File: src/rtl/alu_decoder.sv
// -----------------------------------------------------------------------------
// alu_decoder
//   Registered opcode decoder for the ALU control path. Each rising clk edge
//   samples a 4-bit opcode. Its one-hot function-select strobe appears on the
//   outputs one cycle later. Opcodes with no function assigned raise
//   `illegal` in place of a select.
//
// Ports
//   clk     in   1  system clock, rising-edge active
//   rst_n   in   1  asynchronous active-low reset; clears every output
//   op      in   4  ALU opcode, sampled every rising edge
//   neg     out  1  two's-complement negate   (op 0)
//   andl    out  1  bitwise AND               (op 1)
//   equ     out  1  equality test             (op 2)
//   orl     out  1  bitwise OR                (op 3)
//   dec     out  1  decrement                 (op 4)
//   add     out  1  add                       (op 5)
//   sub     out  1  subtract                  (op 6)
//   inc     out  1  increment                 (op 7)
//   cmp     out  1  magnitude compare         (op 8)
//   muls    out  1  signed multiply           (op 9)
//   illegal out  1  op 10..15 or any unknown bit in op
// -----------------------------------------------------------------------------
module alu_decoder (
  input  logic       clk,
  input  logic       rst_n,
  input  logic [3:0] op,
  output logic       neg,
  output logic       andl,
  output logic       equ,
  output logic       orl,
  output logic       dec,
  output logic       add,
  output logic       sub,
  output logic       inc,
  output logic       cmp,
  output logic       muls,
  output logic       illegal
);

  // Bit order of the select vector: bit k is the select for opcode k.
  // Bit 10 is the illegal flag.
  localparam logic [10:0] SEL_NEG  = 11'b000_0000_0001;
  localparam logic [10:0] SEL_ANDL = 11'b000_0000_0010;
  localparam logic [10:0] SEL_EQU  = 11'b000_0000_0100;
  localparam logic [10:0] SEL_ORL  = 11'b000_0000_1000;
  localparam logic [10:0] SEL_DEC  = 11'b000_0001_0000;
  localparam logic [10:0] SEL_ADD  = 11'b000_0010_0000;
  localparam logic [10:0] SEL_SUB  = 11'b000_0100_0000;
  localparam logic [10:0] SEL_INC  = 11'b000_1000_0000;
  localparam logic [10:0] SEL_CMP  = 11'b001_0000_0000;
  localparam logic [10:0] SEL_MULS = 11'b010_0000_0000;
  localparam logic [10:0] SEL_ILL  = 11'b100_0000_0000;

  logic [10:0] sel_d;
  logic [10:0] sel_q;

  // The case items match exactly, so an opcode with an X or Z bit matches no
  // item. It falls to the default and decodes as illegal, and no select goes X.
  always_comb begin
    sel_d = SEL_ILL;
    case (op)
      4'h0:    sel_d = SEL_NEG;
      4'h1:    sel_d = SEL_ANDL;
      4'h2:    sel_d = SEL_EQU;
      4'h3:    sel_d = SEL_ORL;
      4'h4:    sel_d = SEL_DEC;
      4'h5:    sel_d = SEL_ADD;
      4'h6:    sel_d = SEL_SUB;
      4'h7:    sel_d = SEL_INC;
      4'h8:    sel_d = SEL_CMP;
      4'h9:    sel_d = SEL_MULS;
      default: sel_d = SEL_ILL;
    endcase
  end

  // During reset every output is low, including illegal. That is the only
  // time the vector is not one-hot.
  always_ff @(posedge clk or negedge rst_n) begin
    if (!rst_n) begin
      sel_q <= '0;
    end else begin
      sel_q <= sel_d;
    end
  end

  assign neg     = sel_q[0];
  assign andl    = sel_q[1];
  assign equ     = sel_q[2];
  assign orl     = sel_q[3];
  assign dec     = sel_q[4];
  assign add     = sel_q[5];
  assign sub     = sel_q[6];
  assign inc     = sel_q[7];
  assign cmp     = sel_q[8];
  assign muls    = sel_q[9];
  assign illegal = sel_q[10];

endmodule

File: config.mk
export PLATFORM = sky130hd
export DESIGN_NAME = alu_decoder
export DESIGN_NICKNAME = d
export VERILOG_FILES = /design/src/rtl/alu_decoder.sv
export SDC_FILE = /design/constraint.sdc
export NUM_CORES = 1
export LEC_CHECK = 0
export ABC_AREA = 0
export BUFFER_PORTS_ARGS = -buffer_cell sky130_fd_sc_hd__buf_2
export CAP_MARGIN = 15
export CORE_AREA = 2 2 39 41
export DETAILED_ROUTE_END_ITERATION = 10
export DIE_AREA = 0 0 41 43
export HOLD_SLACK_MARGIN = 0.1
export PLACE_DENSITY_LB_ADDON = 0.3
export RECOVER_POWER = 50
export REMOVE_ABC_BUFFERS = 1
export SYNTH_ARGS = -nofsm -noshare
export SYNTH_HDL_FRONTEND = slang
export SYNTH_SLANG_ARGS = --single-unit
File: constraint.sdc
create_clock -name clk -period 0.8 [get_ports clk]
set_clock_uncertainty 0.1 [all_clocks]
set_input_delay 0.04 -clock clk [delete_from_list [all_inputs] [get_ports clk]]
set_output_delay 0.04 -clock clk [all_outputs]
set_load 0.01 [all_outputs]
After elaboration in Yosys (flattened, before gate mapping)

Memories as Yosys holds them, arrays and structs flattened. A register that Yosys moved wholly into a read port is not among the register bits.
Index checks and enable logic that the tools add are counted.

Flip-flop bits (word level): 0
Memory bits (read-only): 176
Input bits: 6
Output and inout bits: 11
Memories kept: 1

Memory list:

| name             | depth | width | read ports | clocked after Yosys merged registers in | wr ports | RTL line | RTL |
|---|---|---|---|---|---|---|---|
| (name not given) | 16    | 11    | 1          | 1                                       | 0        | 62       | `case (op)` |

Reductions and logical operators: 1

Operator list:

| kind              | count |
|---|---|
| logical NOT 1 bit | 1 |

Longest topological paths before layout

Gate-level depths: netlist of the first run.

Depth after elaboration: 1
Mapped depth: 2
Mapped depth without buffers: 1

Least setup slack after synthesis of the first run

OpenSTA, ideal clock, no wires.

Path type: input -> register
Start: input op[0]
End: register sel_q[6]
Arrival time: 0.426 ns
Required time: 0.579 ns
Path slack: 0.153 ns
Stages on the path: 2
Path buffers: 1
Path through: buf_2 and4bb_1

RTL lines:

| item        | RTL line | RTL |
|---|---|---|
| from (decl) | 27       | `input logic [3:0] op,` |
| to (decl)   | 56       | `logic [10:0] sel_q;` |

No word-level cell between the ends.

Worst setup path after layout of the first run

Start: register sel_q[2]
End: output equ

RTL lines:

| item      | RTL line | RTL |
|---|---|---|
| to (decl) | 30       | `output logic equ,` |

No word-level cell between the ends.

==> summary.md, run 1 <==
| Metric | Value |
|---|---|
| Status | `complete, but fails checks` |
| Failing checks | `negative hold slack, negative setup slack` |
| Worst-margin pin slew | `0.444 ns` |
| Top cells by area, synth | `dfrtp_1 60%, nor4b_2 13%, and4bb_1 8.2%` |
| Initial Utilization | `33.2%` |
| Synth top area share | `59.9%` |
| Htree depth | `1` |
| Area Growth Syn to Fin | `17.2%` |
| Routed Antenna Nets | `0` |
| Fin crit share | `112%` |
| Vias after detailed routing | `271` |
| FILL cells | `approximately 150` |
| Slew Limit Fails | `0` |
| Worst Setup SP | `sel_q[2]$_DFF_PN0_` |
| Yosys warnings | `0` |
| Critical Path AT | `0.76 ns` |
| Cell Area, Synth | `459 µm²` |
| CTS Hold Bufs | `1` |
| DR pass1 iterations | `2` |
| GRT Resource Usage Total | `8.87%` |
| Crit path capture type | `output port` |
| Number of global-route vias before repair | `205` |
| Final setup fails | `11` |
| Fmax | `1110 MHz` |
| Clock Sinks | `11` |
| Most frequent cell after synthesis | `dfrtp_1` |
| Overflow after GRT | `0` |
| Root buffer cell | `clkbuf_4` |
| Global-route wire length before repair | `917 µm` |
| Unrepaired setup endpoints after global routing | `yes` |
| WL final | `642 µm` |
| TritonCTS clock tree | `done` |
| Max reg flops | `11` |
| Dpl hpwl | `476 µm` |
| Area leader, netlist | `dfrtp_1` |
| Largest net degree at the start of global routing | `12` |
| Top cells by count, synth | `11 x dfrtp_1, 4 x nor4b_2, 3 x and4bb_1` |
| Core area | `approximately 1400 µm²` |
| Asr flop ratio synth | `100%` |
| Post-Syn Area per Cell | `roughly 18 µm²` |
| WL per Instance | `between 10 and 15 µm` |
| Seq cells post-synth | `11` |
| Die X | `41 µm` |
| CP required | `0.66 ns` |
| Diode count | `0` |
| Fin crit period | `roughly 0.90 ns` |
| # IOs | `17` |
| Clock slew seen by the registers of the worst setup and hold paths | `0.06 ns` |
| Dominant synthesized flop cell | `dfrtp_1` |
| Initial antenna violation count | `0` |
| CTS Buffer Depth | `2` |
| Via density | `approximately 4.6` |
| Residual DRC | `0` |
| Leak Pwr | `0.289 nW` |
| Die footprint | `1760 µm²` |
| Worst hold path depth | `2` |
| WHS Endpoint | `sel_q[4]$_DFF_PN0_` |
| Hold Slack | `-0.0419 ns` |
| Number of enable flip-flop cells after synthesis | `0` |
| Worst Hold Launch | `op[0]` |
| Layout cells sized above 1 | `44.2%` |
| Final nets | `50` |
| Num CTS Buffers | `3` |
| Final Power | `1.03 mW` |
| Cells after Synth | `26` |
| Final count of hold timing violations | `7` |
| Synth cell types | `10` |
| Top flop regs | `sel_q x11` |
| Site Rows | `14` |
| Critical path's top delay family | `flip-flops` |
| Crit start category | `flip-flop` |
| Max_slew headroom | `between 70% and 80%` |
| Crit-path cells | `buf_2` |
| PwrDens | `1920 nW/µm²` |
| CP max FO | `1` |
| GPL Wtd Cong | `between 0.6 and 0.7` |
| Final critical-path setup slack | `-0.0997 ns` |
| Iter 0 DRT Violations | `1` |
| Critical path class | `flip-flop to output port` |
| Place WS | `0.0271 ns` |
| Number of buffer and inverter stages on the critical path | `1` |
| Peak VDD IR | `0.000488 V` |
| # port buffers | `16` |
| Biggest register | `sel_q` |
| CP max stage delay | `0.36 ns` |
| Max-Cap Viols | `0` |
| Sequential area share after synthesis | `59.9%` |
| Die height | `43 µm` |
| CP max stage cell | `dfrtp_1` |
| Hold Path Class | `input port to flip-flop` |
==> stage by stage <==
step	hold slack (ns)	TNS, ns	utilization, %	std cells	area, µm²
after detailed placement	-0.188	0	38.2	54	528
after global placement	-0.193	0	38.2	54	528
after CTS	-0.0238	-1.14	40.8	59	564
after global routing	-0.0345	-1.37	38.9	59	538
after floorplan	-0.356	0	-	22	428
final	-0.0419	-0.953	38.9	59	538
==> logic make-up after synthesis <==
logic type	count (synthesis)	share of synthesized area, %
flops	11	59.9
compound gates	1	1.64
buf+inv	4	6.81
simple gates	10	31.6
==> power by group <==
group          internal (mW)  leakage, nW  switching [mW]
clock network          0.193       0.0150           0.165
registers              0.572        0.149         0.00320
logic                 0.0445        0.125          0.0552
==> layout make-up <==
| cell class | instances | area (µm²) | share of cell area [%] |
|---|---|---|---|
| Clock buffer | 4 | 26.3 | 4.88 |
| Tap cell | 16 | 20.0 | 3.72 |
| Multi-Input combinational cell | 11 | 121 | 22.6 |
| Sequential cell | 11 | 275 | 51.2 |
| Timing Repair Buffer | 17 | 95.1 | 17.7 |
==> layer usage <==
| metal | share of wire [%] | vias up | track usage (%) |
|---|---|---|---|
| met5 | 0 | - | 0 |
| met4 | 5.0 | 0 | 14.0 |
| met3 | 9.5 | 4 | 1.57 |
| met2 | 43 | 15 | 9.06 |
| met1 | 42 | 123 | 11.5 |
| li1 | - | 129 | - |
==> placed cells by master (no fill, tap or decap) <==
master,count
clkbuf_1,2
buf_2,13
clkbuf_4,3
dlygate4sd3_1,1
buf_6,1
clkbuf_2,1
dfrtp_1,11
nor4b_1,4
nor4_1,1
nor4bb_4,1
o21a_1,1
and4bb_1,3
and4b_1,1
==> worst max-delay path by stage <==
stage	end	slack (ns)	depth (start not counted)
6_report	equ	-0.1	1
5_1_grt	cmp	-0.14	1
4_1_cts	equ	-0.12	1
3_5_place_dp	sel_q[9]$_DFF_PN0_	0.03	2
3_3_place_gp	sel_q[9]$_DFF_PN0_	0.05	2
2_1_floorplan	add	0.28	0
==> timing repair <==
action,CTS,global route
buffers inserted,0,0
hold endpoints to repair,22,20
gates resized for setup,0,1
cloned,0,0
setup endpoints to repair,11,11
Power figures use the tool's default switching activity.
==> run 2, diff against run 1 <==
==> constraint.sdc (replaced) <==
create_clock -name clk -period 1.1 [get_ports clk]
set_clock_uncertainty 0.1 [all_clocks]
set_input_delay 0.055 -clock clk [delete_from_list [all_inputs] [get_ports clk]]
set_output_delay 0.055 -clock clk [all_outputs]
set_load 0.005 [all_outputs]
==> run 2 against run 1 <==
  * The flow now finishes without violations
  * Cell count is 8.5% higher
  * Via count is 7.4% higher
  * First-iteration DRC count unchanged
  * Global-route usage grew 0.82 points
  * Sequential power shrank 27%
  * Sequential share of layout area down 5.5 points
  * Critical path depth grew 2
  * Clock-buffer cell count unchanged
  * Power is 26% lower
  * Non-clock buffer count up 5
  * Die area is the same
  * Wire length rose by 8.7%
==> summary.md, run 2 (synthesis gave the netlist of run 1 again) <==
| Metric | Value |
|---|---|
| Critical path class | `input port to flip-flop` |
| Clock Sinks | `11` |
| Routed Antenna Nets | `0` |
| Unrepaired setup endpoints after global routing | `no` |
| Biggest register | `sel_q` |
| Most frequent cells in the layout | `12 x buf_2, 11 x dfrtp_1, 6 x dlygate4sd3_1` |
| Max_slew headroom | `84.4%` |
| # port buffers | `16` |
| Htree depth | `1` |
| CTS Buffer Depth | `2` |
| Die footprint | `1760 µm²` |
| Root buffer cell | `clkbuf_4` |
| WL final | `698 µm` |
| Largest net degree at the start of global routing | `12` |
| Hold Path Class | `input port to flip-flop` |
| Max reg flops | `11` |
| Slew Limit Fails | `0` |
| Final nets | `55` |
| Layout cells sized above 1 | `between 40% and 50%` |
| Fmax | `968 MHz` |
| Worst setup path endpoint | `sel_q[9]$_DFF_PN0_` |
| Status | `complete, no violations` |
| GPL Wtd Cong | `~0.63` |
| Final Non-Filler Cells | `64` |
| Residual DRC | `0` |
| Die height | `43 µm` |
| Leak Pwr | `0.301 nW` |
| TritonCTS clock tree | `done` |
| Diode count | `0` |
| Hold Slack | `0.525 ns` |
| Number of global-route vias before repair | `249` |
| Area Growth Syn to Fin | `31.3%` |
| Global-route wire length before repair | `1030 µm` |
| Clock slew seen by the registers of the worst setup and hold paths | `around 0.060 ns` |
| Initial antenna violation count | `0` |
| Num CTS Buffers | `3` |
| Site Rows | `14` |
| Dpl hpwl | `476 µm` |
| Via density | `~4.5` |
| Vias after detailed routing | `291` |
| PwrDens | `1270 nW/µm²` |
| Final Power | `about 0.77 mW` |
| Iter 0 DRT Violations | `1` |
| Crit start category | `input port` |
| # IOs | `17` |
| Worst Setup SP | `op[3]` |
| Worst-margin pin slew | `0.232 ns` |
| CP max FO | `11` |
| DR pass1 iterations | `3` |
| WL per Instance | `10.9 µm` |
| Most common cell after layout, fill and taps aside | `buf_2` |
| Place WS | `around 0.31 ns` |
| Final setup fails | `0` |
| Fin crit share | `between 90% and 100%` |
| Crit path capture type | `flip-flop` |
| TNS Setup | `0 ns` |
| Number of gates resized after CTS | `0` |
| GRT Resource Usage Total | `under 10%` |
| Initial Utilization | `33.2%` |
| CP required | `1.17 ns` |
| Critical Path AT | `1.10 ns` |
| Die X | `a little over 40 µm` |
| Overflow after GRT | `0` |
| Final critical-path setup slack | `0.0671 ns` |
| Core area | `1380 µm²` |
| Fin crit period | `1.03 ns` |
| CTS Hold Bufs | `6` |
| Top flop regs | `sel_q x11` |
| Peak VDD IR | `roughly 0.00038 V` |
| Placed insts | `54` |
| Max-Cap Viols | `0` |
| Final count of hold timing violations | `0` |
| Postcts setup bufs | `0` |
==> run 2: cell count changes in the layout (fill, tap and decap cells not counted) <==
cell           change
nor4b_1            -4
clkbuf_1           +3
clkbuf_2           -1
buf_6              -1
nor4b_2            +4
dlygate4sd3_1      +5
buf_2              -1
==> run 2: per-layer routing <==
metal  global-route usage (%)  wire length, µm
met4                     14.0               32
met3                     1.57               49
met2                     11.6              313
met5                        0                0
met1                     11.5              303
==> run 2: power breakdown <==
| part | internal [mW] | leakage [nW] | switching [mW] | total (mW) |
|---|---|---|---|---|
| clock network | 0.140 | 0.0150 | 0.122 | 0.262 |
| registers | 0.416 | 0.149 | 0.00224 | 0.418 |
| logic | 0.0446 | 0.136 | 0.0414 | 0.0861 |
==> run 2: how the worst min path moves through the flow <==
stage / from / endpoint / slack [ns] / depth (start not counted)
after floorplan: rst_n / sel_q[0]$_DFF_PN0_ / -0.34 / 0
after global placement: rst_n / sel_q[8]$_DFF_PN0_ / -0.18 / 1
after detailed placement: rst_n / sel_q[8]$_DFF_PN0_ / -0.17 / 1
after CTS: op[0] / sel_q[2]$_DFF_PN0_ / 0.52 / 3
after global routing: op[0] / sel_q[2]$_DFF_PN0_ / 0.55 / 3
final: op[0] / sel_q[4]$_DFF_PN0_ / 0.53 / 3
==> run 2: layout make-up <==
cell class / count / area, µm²
flip-flops and latches: 11 / 275
repair buffers: 22 / 135
well taps: 16 / 20.0
multi-input cells: 11 / 146
clock buffers: 4 / 26.3
fillers: 141 / 781
==> run 2: metrics by stage <==
stage | utilization (%) | cell area, µm²
floorplan | - | 428
global placement | 38.2 | 528
detailed placement | 38.2 | 528
CTS | 44.4 | 614
global route | 43.6 | 603
finish | 43.6 | 603
==> run 2: worst max-delay path, cell delays in order <==
cell	delay, ns
dlygate4sd3_1	0.52
buf_2	0.21
nor4bb_4	0.31
==> run 3, diff against run 2 <==
- CELL_PAD_IN_SITES_DETAIL_PLACEMENT: unset -> 1
- CELL_PAD_IN_SITES_GLOBAL_PLACEMENT: unset -> 2
- CORE_AREA: 2 2 39 41 -> unset
- CORE_UTILIZATION: unset -> 32
- DIE_AREA: 0 0 41 43 -> unset
==> run 3 against run 2 <==
  * Non-clock buffer count unchanged
  * Setup slack worse by 0.0075 ns
  * Worst hold slack better by 0.030 ns
  * Sequential power about the same
  * Combinational power up 5.0%
  * Critical path type unchanged
  * Critical endpoint is now sel_q[3]$_DFF_PN0_
==> summary.md, run 3 (synthesis gave the netlist of run 1 again) <==
| Metric | Value |
|---|---|
| Initial antenna violation count | `0` |
| Biggest register | `sel_q` |
| Fin crit period | `1.04 ns` |
| Number of global-route vias before repair | `304` |
| Final nets | `55` |
| DR pass1 iterations | `1` |
| Layout cells sized above 1 | `39.6%` |
| Hold Path Class | `input port to flip-flop` |
| Critical path class | `input port to flip-flop` |
| PwrDens | `1280 nW/µm²` |
| Final count of hold timing violations | `0` |
| Die X | `around 40 µm` |
| Fin crit share | `~95%` |
| WL final | `847 µm` |
| Site Rows | `13` |
| Max-Cap Viols | `0` |
| Critical Path AT | `1.09 ns` |
| Root buffer cell | `clkbuf_4` |
| Comb power frac | `11.6%` |
| Routed Antenna Nets | `0` |
| Busiest layer in global routing | `met2` |
| Iter 0 DRT Violations | `0` |
| Crit path capture type | `flip-flop` |
| Hold Slack | `0.556 ns` |
| Dpl hpwl | `approximately 560 µm` |
| Top flop regs | `sel_q x11` |
| Leak Pwr | `0.295 nW` |
| Pint | `between 0.6 and 0.7 mW` |
| Sw Pwr | `0.177 mW` |
| GRT Resource Usage Total | `12.6%` |
| Die height | `39.9 µm` |
| # port buffers | `16` |
| Via density | `4.70` |
| Slew Limit Fails | `0` |
| Met3 usage | `3.41%` |
| Core area | `1320 µm²` |
| TritonCTS clock tree | `done` |
| Peak VDD IR | `~0.00066 V` |
| Status | `complete, no violations` |
| Clock slew seen by the registers of the worst setup and hold paths | `0.07 ns` |
| M2 GR Usage | `20.6%` |
| Crit start category | `input port` |
| Area Growth Syn to Fin | `32.4%` |
| TNS Setup | `0 ns` |
| Most frequent cells in the layout | `11 x dfrtp_1, 9 x buf_2, 6 x dlygate4sd3_1` |
| CP required | `roughly 1.2 ns` |
| GPL Wtd Cong | `0.702` |
| # IOs | `17` |
| Initial Utilization | `34.9%` |
| Overflow after GRT | `0` |
| Die footprint | `1590 µm²` |
| Net Sw Frac | `between 20% and 30%` |
| Max reg flops | `11` |
| Residual DRC | `0` |
| WL per Instance | `13.4 µm` |
| Htree depth | `1` |
| Final setup fails | `0` |
| Diode count | `0` |
| Unrepaired setup endpoints after global routing | `no` |
| CP max FO | `11` |
| Clk network pwr share | `34.6%` |
| CTS Buffer Depth | `2` |
| Global-route wire length before repair | `1270 µm` |
| Met1 Usage GRT | `14.3%` |
| Most common cell after layout, fill and taps aside | `dfrtp_1` |
| Num CTS Buffers | `3` |
| Largest net degree at the start of global routing | `12` |
| Vias after detailed routing | `296` |
| Max_slew headroom | `between 80% and 90%` |
| Clock Sinks | `11` |
| Reg power frac | `53.8%` |
| Worst-margin pin slew | `~0.24 ns` |
| Fmax | `961 MHz` |
[run 3: changes by cell type in the layout (fill, tap and decap cells not counted), sizes merged]
cell    change
buf         -1
clkbuf      +1
[run 3: through the flow]
step	setup WS, ns	power [mW]	cell area [µm²]	std cells	util, %
floorplan	0.596	0.449	428	22	-
global placement	0.353	0.498	527	53	40.0
detailed placement	0.327	0.502	527	53	40.0
CTS	0.0583	0.784	613	63	46.5
global route	0.0273	0.812	608	63	46.2
finish	0.0596	0.778	608	63	46.2
[run 3: layout make-up]
| class | instances | area, µm² |
|---|---|---|
| clock buffers | 4 | 26.3 |
| fillers | 136 | 709 |
| multi-input cells | 11 | 153 |
| flip-flops and latches | 11 | 275 |
| well taps | 15 | 18.8 |
| repair buffers | 22 | 135 |
[run 3: timing repair]
action                                  CTS  global route
hold buffers                              6             0
endpoints found under the setup margin    0             3
buffers inserted                          0             0
hold endpoints to repair                 18             0
gates resized for setup                   0             1
[run 3: per-layer routing]
metal  up-vias  share of wire, %
met5         -                 0
met4         0                 0
met3         0               4.8
met2        10                53
met1       147                42
li1        139                 -
[run 3: power groups by stage]
stage / Combinational [mW] / Clock (mW) / Sequential [mW]
after floorplan: 0.0208 / 0 / 0.428
after global placement: 0.0721 / 0 / 0.426
after detailed placement: 0.0763 / 0 / 0.426
after CTS: 0.0922 / 0.273 / 0.419
after global routing: 0.0991 / 0.294 / 0.419
final: 0.0904 / 0.269 / 0.418
[run 3: path summary, 6_finish.rpt]
| path | start | endpoint | slack [ns] | cells past startpoint |
|---|---|---|---|---|
| worst max-delay path | op[2] | sel_q[3]$_DFF_PN0_ | 0.06 | 3 |
| worst min-delay path | op[3] | sel_q[4]$_DFF_PN0_ | 0.56 | 3 |
| max in group asynchronous | rst_n | sel_q[9]$_DFF_PN0_ | 0.14 | 3 |
| min in group asynchronous | rst_n | sel_q[5]$_DFF_PN0_ | 0.61 | 3 |
[run 3: critical path, cell delays in order]
cell	delay, ns
dlygate4sd3_1	0.53
buf_2	0.26
and4bb_1	0.25
